--- src/rtl/ram8_block_mover_pkg.sv ---
// ----------------------------------------------------------------------------
// ram8_block_mover_pkg
// Shared definitions for the RAM8 block mover.
//   - Default word and address widths for the 8 x 16 RAM port.
//   - Transfer mode constants (copy / fill).
//   - FSM state encodings (IDLE, READ, WRITE, DONE).
// ----------------------------------------------------------------------------
package ram8_block_mover_pkg;

   localparam int DATA_W_DEF = 16;
   localparam int ADDR_W_DEF = 3;

   localparam logic MODE_COPY = 1'b0;
   localparam logic MODE_FILL = 1'b1;

   localparam logic [1:0] ST_IDLE  = 2'd0;
   localparam logic [1:0] ST_READ  = 2'd1;
   localparam logic [1:0] ST_WRITE = 2'd2;
   localparam logic [1:0] ST_DONE  = 2'd3;

endpackage

--- src/rtl/ram8_block_mover_wrap_addr.sv ---
// ----------------------------------------------------------------------------
// wrap_addr
// Computes (base + offset) modulo 2^ADDR_W. The sum is simply truncated to
// ADDR_W bits, so address 7 + 1 wraps to 0 for an 8-deep RAM.
// Ports:
//   base   in  ADDR_W  starting address
//   offset in  ADDR_W  word offset (low bits of the transfer count)
//   sum    out ADDR_W  wrapped address
// ----------------------------------------------------------------------------
module wrap_addr
   import ram8_block_mover_pkg::*;
#(
   parameter int ADDR_W = ADDR_W_DEF
) (
   input  logic [ADDR_W-1:0] base,
   input  logic [ADDR_W-1:0] offset,
   output logic [ADDR_W-1:0] sum
);

   assign sum = base + offset;

endmodule

--- src/rtl/ram8_block_mover.sv ---
// ----------------------------------------------------------------------------
// ram8_block_mover
// Bus master for one ram8 port. On start it copies len words from src to dst
// (ascending, one word at a time: READ then WRITE) or fills len words at dst
// with a constant (one WRITE per word). Owns the RAM port while busy.
// Ports:
//   clk, reset          clock / asynchronous active-high reset
//   start, mode         request pulse (IDLE only), 0 = copy, 1 = fill
//   src, dst, len       source, destination, word count (0..8)
//   fill_value          word written in fill mode
//   busy, done          transfer in progress / one-cycle completion pulse
//   mem_address,
//   mem_load, mem_in    drive the RAM
//   mem_out             combinational RAM read data
// ----------------------------------------------------------------------------
module ram8_block_mover
   import ram8_block_mover_pkg::*;
#(
   parameter int DATA_W = DATA_W_DEF,
   parameter int ADDR_W = ADDR_W_DEF
) (
   input  logic              clk,
   input  logic              reset,
   input  logic              start,
   input  logic              mode,
   input  logic [ADDR_W-1:0] src,
   input  logic [ADDR_W-1:0] dst,
   input  logic [ADDR_W:0]   len,
   input  logic [DATA_W-1:0] fill_value,
   output logic              busy,
   output logic              done,
   output logic [ADDR_W-1:0] mem_address,
   output logic              mem_load,
   output logic [DATA_W-1:0] mem_in,
   input  logic [DATA_W-1:0] mem_out
);

   logic [1:0]        state_q, state_d;
   logic [ADDR_W:0]   count_q, count_d;
   logic [DATA_W-1:0] buf_q,   buf_d;
   logic              mode_q,  mode_d;
   logic [ADDR_W-1:0] src_q,   src_d;
   logic [ADDR_W-1:0] dst_q,   dst_d;
   logic [ADDR_W:0]   len_q,   len_d;
   logic [DATA_W-1:0] fill_q,  fill_d;

   logic [ADDR_W-1:0] src_addr;
   logic [ADDR_W-1:0] dst_addr;
   logic [ADDR_W:0]   count_inc;

   wrap_addr #(.ADDR_W(ADDR_W)) u_src_addr (
      .base   (src_q),
      .offset (count_q[ADDR_W-1:0]),
      .sum    (src_addr)
   );

   wrap_addr #(.ADDR_W(ADDR_W)) u_dst_addr (
      .base   (dst_q),
      .offset (count_q[ADDR_W-1:0]),
      .sum    (dst_addr)
   );

   // Full-width increment so len = 8 is reachable without the counter wrapping.
   assign count_inc = count_q + 1'b1;

   always_comb begin
      state_d = state_q;
      count_d = count_q;
      buf_d   = buf_q;
      mode_d  = mode_q;
      src_d   = src_q;
      dst_d   = dst_q;
      len_d   = len_q;
      fill_d  = fill_q;
      case (state_q)
         ST_IDLE: begin
            if (start) begin
               mode_d  = mode;
               src_d   = src;
               dst_d   = dst;
               len_d   = len;
               fill_d  = fill_value;
               count_d = '0;
               if (len == '0)
                  state_d = ST_DONE;
               else if (mode == MODE_FILL)
                  state_d = ST_WRITE;
               else
                  state_d = ST_READ;
            end
         end
         ST_READ: begin
            // RAM output is combinational on mem_address, so the word for
            // src+count is valid by the end of this cycle.
            buf_d   = mem_out;
            state_d = ST_WRITE;
         end
         ST_WRITE: begin
            count_d = count_inc;
            if (count_inc == len_q)
               state_d = ST_DONE;
            else if (mode_q == MODE_FILL)
               state_d = ST_WRITE;
            else
               state_d = ST_READ;
         end
         default: begin
            state_d = ST_IDLE;
         end
      endcase
   end

   always_ff @(posedge clk or posedge reset) begin
      if (reset) begin
         state_q <= ST_IDLE;
         count_q <= '0;
         buf_q   <= '0;
         mode_q  <= MODE_COPY;
         src_q   <= '0;
         dst_q   <= '0;
         len_q   <= '0;
         fill_q  <= '0;
      end else begin
         state_q <= state_d;
         count_q <= count_d;
         buf_q   <= buf_d;
         mode_q  <= mode_d;
         src_q   <= src_d;
         dst_q   <= dst_d;
         len_q   <= len_d;
         fill_q  <= fill_d;
      end
   end

   // Memory-side outputs depend only on registered state, never on start.
   always_comb begin
      busy        = (state_q != ST_IDLE);
      done        = (state_q == ST_DONE);
      mem_address = '0;
      mem_load    = 1'b0;
      mem_in      = '0;
      case (state_q)
         ST_READ: begin
            mem_address = src_addr;
         end
         ST_WRITE: begin
            mem_address = dst_addr;
            mem_load    = 1'b1;
            mem_in      = (mode_q == MODE_FILL) ? fill_q : buf_q;
         end
         default: begin
         end
      endcase
   end

endmodule

--- config.mk ---
export PLATFORM = sky130hd
export DESIGN_NAME = ram8_block_mover
export DESIGN_NICKNAME = d
export VERILOG_FILES = /design/src/rtl/ram8_block_mover_pkg.sv /design/src/rtl/ram8_block_mover_wrap_addr.sv /design/src/rtl/ram8_block_mover.sv
export SDC_FILE = /design/constraint.sdc
export NUM_CORES = 1
export LEC_CHECK = 0
export CORE_ASPECT_RATIO = 1.75
export CORE_UTILIZATION = 52
export DETAILED_ROUTE_END_ITERATION = 16
export PLACE_DENSITY = 0.82
export SYNTH_ARGS = -nofsm -noshare
export SYNTH_HDL_FRONTEND = slang
export SYNTH_HIERARCHICAL = 1
export SYNTH_SLANG_ARGS = --single-unit
--- constraint.sdc ---
create_clock -name clk -period 3.08 [get_ports clk]
set_clock_uncertainty 0.15 [all_clocks]
set_input_delay 0.616 -clock clk [delete_from_list [all_inputs] [get_ports clk]]
set_output_delay 0.616 -clock clk [all_outputs]
set_load 0.02 [all_outputs]
Yosys cells after proc, flatten, opt, wreduce, memory -nomap -nowiden. Cells that the tools add are included.

Bits of input ports: 46. Word-level logic and storage cells: 34. Register bits after elaboration: 49.

Muxes and demuxes: 12. Reduce and logical (&&, ||, !) cells: 6. $add $sub $neg: 3. Equality and inequality tests: 5.

Operators with widths (number): 16-bit two-way mux (2); 2-bit two-way mux (5); 4-bit case mux with 2 select lines (1); 3-bit adder (2); 2-bit case mux with 3 select lines (1); 3-bit case mux with 2 select lines (1); 4-bit by 1-bit adder with 4-bit output (second input constant) (1); 2-bit equality test (second input constant) (2); 4-bit equality test (1); 4-bit logical NOT (1); 4-bit two-way mux (1); 2-bit AND reduction (2); 2-bit nonzero test (2); 2-bit by 1-bit equality test with 1-bit output (second input constant) (1); 2-bit logical NOT (1); 2-bit inequality test (second input constant) (1); 1-bit two-way mux (1).

Depth between registers and ports, before layout. Gate-level depths: netlist of run 1.

Depth in word-level cells: 4. Depth in mapped cells: 7.

Cells and area by module. Netlist of run 1, hierarchy kept.

Modules (own cells, without submodules): ram8_block_mover (cells an instance 187, times used 1, area an instance 2391.0 um^2); wrap_addr (cells an instance 3, times used 2, area an instance 56.3 um^2).

Worst setup path before layout of run 1. OpenSTA, ideal clock, no wires.

Kind: flip-flop to output port. Start: register count_q[0]. End: output mem_address[2]. Arrival time: 1.615 ns. Setup slack: 0.699 ns. Path buffers: 0. Stages on the path, launching flop included: 6. Path through: dfrtp_1 ha_1 fa_1 xor3_1 a22oi_1 nor2b_1.

Cells in the longest elaborated chain, start to end: 2. Elaborated cells on any way between the ends: 3.

RTL lines: start: declaration (RTL line ram8_block_mover.sv:39) `logic [ADDR_W:0] count_q, count_d;`; start signal: assignment (RTL line ram8_block_mover.sv:125) `count_q <= count_d;`; 3-bit adder (RTL line ram8_block_mover_wrap_addr.sv:20) `assign sum = base + offset;`; net dst_addr[2] (RTL line ram8_block_mover.sv:48) `logic [ADDR_W-1:0] dst_addr;`; 3-bit case mux with 2 select lines (RTL line ram8_block_mover.sv:142) `case (state_q)`; end: declaration (RTL line ram8_block_mover.sv:32) `output logic [ADDR_W-1:0] mem_address,`.

The timed path passes the listed nets, and every way through them passes these cells.

Worst setup path in the final report of run 1. Ends and elaborated chain as after synthesis.

==> summary.txt, run 1 <==
Crit start category - flop
CTS Buf Count - 5
Post-layout util - 71.4%
Slowest CP cell - dfrtp_1
Fin. max-slew vios - 0
Reg-to-reg slack, setup - 1.04 ns
CP startpoint - count_q[0]
Max Clk Rate - 342 MHz
Register bit total from synthesis - 49
First drt pass iteration count - 4
Total clock sinks - 49
Slew headroom - 50.9%
Setup TNS - 0 ns
P&R area growth vs syn - 33.1%
Ys Warns - 6
Worst-path fanout max - 7
Status - complete, no violations
Buf/Inv on CP - 1
Vias in the first global route - 1,805
Die X-Extent - 54.5 um
CP Data Required Time - 2.31 ns
CTS clk-pin slew, worst paths - 0.08 ns
Row Count - 33
Die area - 0.00511 mm2
Clk_lat worst skew - 0.30 ns
Pre-CTS setup slack - 0.174 ns
ANT cells - 0
Layout Nets - 321
TritonCTS clock tree - done
Tcrit/Tclk final - 95.0%
Tightest Pin Transition - 0.733 ns
Share of layout cells above drive strength 1 - 15.4%
Min cycle time layout - 2.92 ns
CP cell instances - ha_1 > fa_1 > xor3_1 > a22oi_1 > nor2b_1 > dlygate4sd2_1
Avg Inst Size Synth - 13.0 um2
Dpl hpwl - 3.86 mm
Crit path DAT - 2.16 ns
Final setup fails - 0
Synth Instances - 193
Post-synth cell types - 33
Worst stage delay on the critical path - 0.47 ns
Global-route wire length before repair - 8.35 mm
Number of routed nets with antenna violations - 0
Max_cap viols - 0
Sequential area share after synthesis - 49.0%
Mapped Nets - 248
CP top delay family - adder cells
Final WS setup - 0.155 ns
Core region area - 0.00467 mm2
Mapped cell area - 0.00250 mm2
Largest net degree at the start of global routing - 29
Worst r2r src - state_q[1]
Reg2reg end - fill_q[6]
Worst vdd ir - 0.621 mV
# IOs - 68
Setup crit end - mem_address[2]
CP Class - reg2out
PortBufs - 67
Routed len/inst - 16.4 um
Initial antenna violation count - 0
Worst path depth - 6
Drc violations - 0
RSZ-0062 raised after global routing - no
Leak Pwr - 0.00141 uW
Post-CTS setup buffer count - 0
RePlAce Congestion - 0.843
CP endpoint kind - output port
Initial Util - 53.7%
Gr ovfl total - 0
Initial DRC Count - 15
Routed via count - 1,711
Total track usage - 23.5%
Pwr dens - 915 mW/mm2
DRT Wirelength - 5.22 mm
CTS HTree Levels - 2
Vias per Instance - 5.36
CTS Buffer Depth - 2
Root buffer cell - clkbuf_8
R2r worst-path depth - 4
Final hold violation count - 0
Die Ht - 93.8 um
Min-Delay Path Class - reg2reg
[worst min-delay path by stage]
stage,endpoint,start,slack [ns],cells after the start
2_1_floorplan,fill_q[0],fill_q[0],0.31,1
3_3_place_gp,fill_q[0],fill_q[0],0.32,1
3_5_place_dp,fill_q[8],fill_q[8],0.33,1
4_1_cts,fill_q[8],fill_q[8],0.35,1
5_1_grt,fill_q[5],fill_q[5],0.37,1
6_report,fill_q[9],fill_q[9],0.35,1
[final cells by class]
class                   count  area, um2
flip-flops and latches     49       1230
clock buffers               8       80.1
repair buffers             74        721
fillers                   355       1330
inverters                   5       18.8
multi-input cells         131       1220
well taps                  52       65.1
[power breakdown]
| group | switching [uW] | internal, uW |
|---|---|---|
| clock network | 195 | 162 |
| logic | 706 | 847 |
| registers | 184 | 955 |
| total | 1090 | 1960 |
[Yosys cell counts]
master / n / area share (%)
a22oi_1: 3 / 0.90
o21ai_2: 1 / 0.35
nor3b_1: 1 / 0.30
dfrtp_1: 49 / 49
mux2_1: 20 / 9.0
a21oi_2: 1 / 0.35
mux2i_1: 16 / 6.4
nor2b_1: 19 / 4.7
mux2_2: 23 / 10
o211ai_1: 1 / 0.30
o32a_1: 1 / 0.40
nand2_2: 1 / 0.25
inv_1: 5 / 0.75
o21ai_0: 4 / 0.80
nor2_1: 2 / 0.30
or4_4: 1 / 0.45
and2_1: 1 / 0.25
fa_1: 2 / 1.6
buf_4: 1 / 0.30
a31oi_1: 1 / 0.25
nand2b_1: 4 / 1.0
buf_2: 5 / 1.0
a22o_1: 3 / 1.0
xor3_1: 2 / 1.9
ha_1: 7 / 3.5
nand3_1: 3 / 0.60
a21oi_1: 1 / 0.20
a41oi_1: 1 / 0.35
clkbuf_1: 2 / 0.30
o21ai_1: 2 / 0.40
xor2_1: 1 / 0.35
nand2_1: 4 / 0.60
xnor2_1: 5 / 1.7
[layout by cell type (no fill, tap or decap), types with 4 or more instances in the layout]
master	Yosys	layout
xnor2_1	5	5
clkdlybuf4s50_1	0	65
clkbuf_8	0	5
mux2_1	20	20
ha_1	7	6
mux2_2	23	23
o21ai_0	4	4
nand2b_1	4	4
dfrtp_1	49	49
mux2i_1	16	16
nand2_1	4	4
nor2b_1	19	19
buf_4	1	7
inv_1	5	4
[what timing repair did]
action | 4_1_cts | 5_1_grt
setup endpoints to repair | 2 | 10
resized for setup | 2 | 1
hold buffers | 0 | 0
[per-stage QoR]
step | power [uW] | instance area, um2 | hold slack, ns | instances
3_3_place_gp | 2680 | 3250 | 0.324 | 311
6_report | 3050 | 3330 | 0.348 | 319
3_5_place_dp | 2720 | 3250 | 0.331 | 311
4_1_cts | 3080 | 3330 | 0.349 | 319
5_1_grt | 3260 | 3330 | 0.371 | 319
2_1_floorplan | 2200 | 2500 | 0.314 | 193
[state kept, by name, summed over array words and instances (netlist names)]
name	cells
len_q	4
dst_q	3
buf_q	16
src_q	3
fill_q	16
state_q	2
count_q	4
mode_q	1
[cells by family after synthesis]
kind of cell / count (synthesis) / share of synthesized area (%)
AOI/OAI and AO/OA: 19 / 5.35
xor gates and xnor gates: 8 / 4.00
adders and majority gates: 9 / 5.10
buffers and inverters: 13 / 2.35
DFF: 49 / 49.0
muxes: 59 / 25.7
and+or+nand+nor: 36 / 8.50
[per-layer routing]
| layer | wire length, um | vias up | share of wire, % | track usage [%] |
|---|---|---|---|---|
| met4 | 77 | 0 | 1.5 | 7.69 |
| li1 | - | 820 | - | - |
| met5 | 0 | - | 0 | 0 |
| met1 | 2020 | 851 | 39 | 25.3 |
| met2 | 2990 | 34 | 57 | 43.4 |
| met3 | 128 | 6 | 2.5 | 3.88 |
No activity file was read; power rests on OpenSTA's default activity.
==> run 2: changes to the inputs <==
Settings changed: CORE_MARGIN set to 4, SLEW_MARGIN set to 20, TNS_END_PERCENT set to 100.
==> summary.txt, run 2 (synthesized netlist as in run 1, its figures left out) <==
Crit start category - flop
Root buffer cell - clkbuf_8
Core region area - 0.00467 mm2
Worst-path fanout max - 7
Final WS setup - 0.137 ns
Tcrit/Tclk final - 95.6%
# IOs - 68
Routed len/inst - 17.0 um
Routed via count - 1,720
Dpl hpwl - 4.00 mm
Clk_lat worst skew - 0.29 ns
Status - complete, no violations
RSZ-0062 raised after global routing - no
CTS Buffer Depth - 2
DRT met1 WL - 1.98 mm
Number of routed nets with antenna violations - 0
CP Data Required Time - 2.31 ns
Commonest cells after routing, fill and taps aside - clkdlybuf4s50_1 (65), dfrtp_1 (49), mux2_2 (23), mux2_1 (20), nor2b_1 (19)
Layout Nets - 320
Row Count - 33
Top sig layer - met4
Gr ovfl total - 0
Total track usage - 19.6%
Most common cell after layout, fill and taps aside - clkdlybuf4s50_1
Met2 Routed Length - 3.10 mm
Final hold violation count - 0
Pwr dens - 926 mW/mm2
CTS Buf Count - 5
Vias per Instance - 5.41
Pre-CTS setup slack - 0.180 ns
Min cycle time layout - 2.94 ns
First drt pass iteration count - 4
Leak Pwr - 0.00144 uW
CTS hold repair buffers - 0
RePlAce Congestion - 0.843
Crit path DAT - 2.18 ns
Total power - 3100 uW
P&R area growth vs syn - 33.7%
Vias in the first global route - 1,836
PortBufs - 67
Max_cap viols - 0
Min-Delay Path Class - reg2reg
ANT cells - 0
Fin. max-slew vios - 0
Initial DRC Count - 57
Initial Util - 53.7%
Max Clk Rate - 340 MHz
TritonCTS clock tree - done
DRT Wirelength - 5.40 mm
Global-route wire length before repair - 8.74 mm
Die area - 0.00603 mm2
Drc violations - 0
Tightest Pin Transition - 0.725 ns
Share of layout cells above drive strength 1 - 15.8%
Met3 routed WL - 208 um
CTS clk-pin slew, worst paths - 0.08 ns
Worst vdd ir - 0.601 mV
CP endpoint kind - output port
Slew headroom - 51.5%
Setup TNS - 0 ns
Die X-Extent - 60.5 um
CP Class - reg2out
Initial antenna violation count - 0
Die Ht - 99.8 um
Total clock sinks - 49
Largest net degree at the start of global routing - 50
Final setup fails - 0
CTS HTree Levels - 2
Largest registers - buf_q (16), fill_q (16)
==> run 2: cell types whose count changed in the layout (fill, tap and decap cells not counted), sizes merged <==
cell / previous run / this run
dlymetal6s2s: 0 / 1
buf: 7 / 6
clkinv: 0 / 1
clkbuf: 8 / 7
dlygate4sd2: 2 / 1
==> run 2: final cells by class <==
type	instances	area, um2
clock buffers	7	96.3
well taps	52	65.1
fillers	359	1320
repair buffers	73	717
flip-flops and latches	49	1230
clock inverters	1	5.00
multi-input cells	131	1220
inverters	5	18.8
==> run 2: repair_timing <==
action	CTS	global route
setup endpoints to repair	1	1
buffers inserted	0	0
pin swaps	0	0
resized for setup	1	1
==> run 2: worst paths after layout <==
path	startpoint	endpoint	slack, ns	cells after the start
setup / recovery	count_q[0]	mem_address[2]	0.14	6
hold / removal	fill_q[3]	fill_q[3]	0.35	1
setup reg to reg	state_q[1]	fill_q[11]	1.03	4
hold reg to reg	fill_q[3]	fill_q[3]	0.35	1
max in group asynchronous	reset	fill_q[15]	1.74	3
min in group asynchronous	reset	mode_q	0.64	3
==> run 2: through the flow <==
stage                     area, um2  cells  hold slack [ns]  utilization (%)
after global placement         3240    310            0.325             69.5
after detailed placement       3240    310            0.333             69.5
after floorplan                2500    193            0.314                -
final                          3350    318            0.347             71.7
after global routing           3350    318            0.378             71.7
after CTS                      3340    318            0.353             71.7
==> run 2: per-layer routing <==
| metal | global-route usage [%] | vias to the layer above |
|---|---|---|
| li1 | - | 819 |
| met4 | 9.68 | 0 |
| met3 | 3.99 | 8 |
| met2 | 34.6 | 48 |
| met5 | 0 | - |
| met1 | 21.4 | 845 |
==> run 2: power breakdown <==
group	switching, uW	leakage (uW)	internal, uW
sequential	183	0.000585	955
combinational	710	0.000799	846
clock	201	0.0000542	203
==> run 2: critical path, stage by stage (launching register included) <==
cell	delay, ns
dfrtp_1	0.47
ha_1	0.26
fa_1	0.39
xor3_1	0.20
a22oi_1	0.19
nor2b_1	0.07
dlygate4sd2_1	0.32
==> run 3: changes to the inputs <==
Settings changed: CORE_ASPECT_RATIO 1.75 to 1.25, HOLD_SLACK_MARGIN set to 0.02.
==> summary.txt, run 3 (synthesized netlist as in run 1, its figures left out) <==
Root buffer cell - clkbuf_8
Post-layout util - 73.7%
Hold wc startpoint - fill_q[0]
Vias in the first global route - 1,953
RSZ-0062 raised after global routing - no
CP startpoint - count_q[0]
Setup TNS - 0 ns
TritonCTS clock tree - done
Routed len/inst - 16.2 um
Tightest Pin Transition - 0.725 ns
Global-route wire length before repair - 8.92 mm
Pre-CTS setup slack - 0.218 ns
Routed via count - 1,755
Fillers - 352
Tcrit/Tclk final - 94.4%
Max_cap viols - 0
Final hold violation count - 0
Post-CTS setup buffer count - 0
Multi-input gate area - 0.00122 mm2
Worst vdd ir - 0.440 mV
Row Count - 27
ANT cells - 0
CTS clk-pin slew, worst paths - 0.08 ns
Total track usage - 18.8%
Status - complete, no violations
Crit path DAT - 2.14 ns
CTS Buf Count - 5
Worst-path fanout max - 7
Register Area - 0.00123 mm2
Final setup fails - 0
Most common cell after layout, fill and taps aside - clkdlybuf4s50_1
P&R area growth vs syn - 33.2%
Initial DRC Count - 70
Min-Delay Path Class - reg2reg
Gr ovfl total - 0
Slew headroom - 51.5%
Crit start category - flop
Largest net degree at the start of global routing - 50
CTS HTree Levels - 2
Max Clk Rate - 344 MHz
Core region area - 0.00453 mm2
Largest registers - buf_q (16), fill_q (16)
Share of layout cells above drive strength 1 - 15.0%
Reg-to-reg slack, setup - 1.09 ns
Die Ht - 85.6 um
RePlAce Congestion - 0.828
CP Class - reg2out
Pwr dens - 917 mW/mm2
Initial Util - 55.3%
First drt pass iteration count - 4
Number of routed nets with antenna violations - 0
Die X-Extent - 70.1 um
Layout Nets - 320
CP Data Required Time - 2.31 ns
Initial antenna violation count - 0
DRT Wirelength - 5.24 mm
CP endpoint kind - output port
Clk_lat worst skew - 0.30 ns
# IOs - 68
PortBufs - 67
Total clock sinks - 49
CTS Buffer Depth - 2
Worst r2r src - state_q[1]
Final WS setup - 0.172 ns
CTS hold repair buffers - 0
Die area - 0.00600 mm2
Vias per Instance - 5.42
Drc violations - 0
Leak Pwr - 0.00142 uW
Min cycle time layout - 2.91 ns
Fin. max-slew vios - 0
Dpl hpwl - 3.89 mm
Commonest cells after routing, fill and taps aside - clkdlybuf4s50_1 (65), dfrtp_1 (48), mux2_2 (23), mux2_1 (20), nor2b_1 (19)
==> run 3: changes by cell type in the layout (fill, tap and decap cells not counted), sizes merged <==
cell | previous run | this run
clkinv | 1 | 0
clkbuf | 7 | 8
==> run 3: per-stage QoR <==
step	power, uW	hold WS [ns]	cells	instance area, um2
after floorplan	2200	0.314	193	2500
after global placement	2680	0.324	316	3250
after detailed placement	2730	0.333	316	3250
after CTS	3090	0.352	324	3330
after global routing	3300	0.359	324	3330
final	3060	0.348	324	3330
==> run 3: timing repair <==
item                                    CTS  global route
gates cloned                              0             0
endpoints found under the setup margin    1             2
pin swaps                                 0             0
resized for setup                         1             2
==> run 3: metal layers <==
layer  vias up  track usage (%)  share of wire [%]
li1        828                -                  -
met3        12             4.69                4.5
met5         -                0                  0
met2        52             34.0                 54
met4         0             8.01                2.3
met1       863             20.9                 39
==> run 3: where the power goes <==
part	internal, uW	total [uW]	leakage [uW]	switching, uW
Sequential	956	1140	0.000584	186
Clock	162	360	0.0000395	199
Combinational	846	1550	0.000799	707
Total	1960	3060	0.00142	1090
==> run 3: worst paths after layout <==
check,depth (start not counted),endpoint
max,6,mem_address[2]
max in group asynchronous,3,count_q[0]
min in group asynchronous,3,len_q[3]
max reg2reg,4,fill_q[5]
min,1,fill_q[0]
min reg2reg,1,fill_q[0]
==> run 3: critical path: stages (launching register included) <==
cell and delay, ns:
dfrtp_2 0.47, ha_1 0.23, fa_1 0.38, xor3_1 0.21, a22oi_1 0.19, nor2b_1 0.06, dlygate4sd2_1 0.31
==> run 3: area by class of cell <==
| cell class | instances | area share [%] |
|---|---|---|
| clock buffer | 8 | 2.40 |
| inverter | 5 | 0.563 |
| multi-input combinational | 131 | 36.5 |
| sequential | 49 | 36.8 |
| tap | 58 | 2.18 |
| timing repair buffer | 73 | 21.5 |
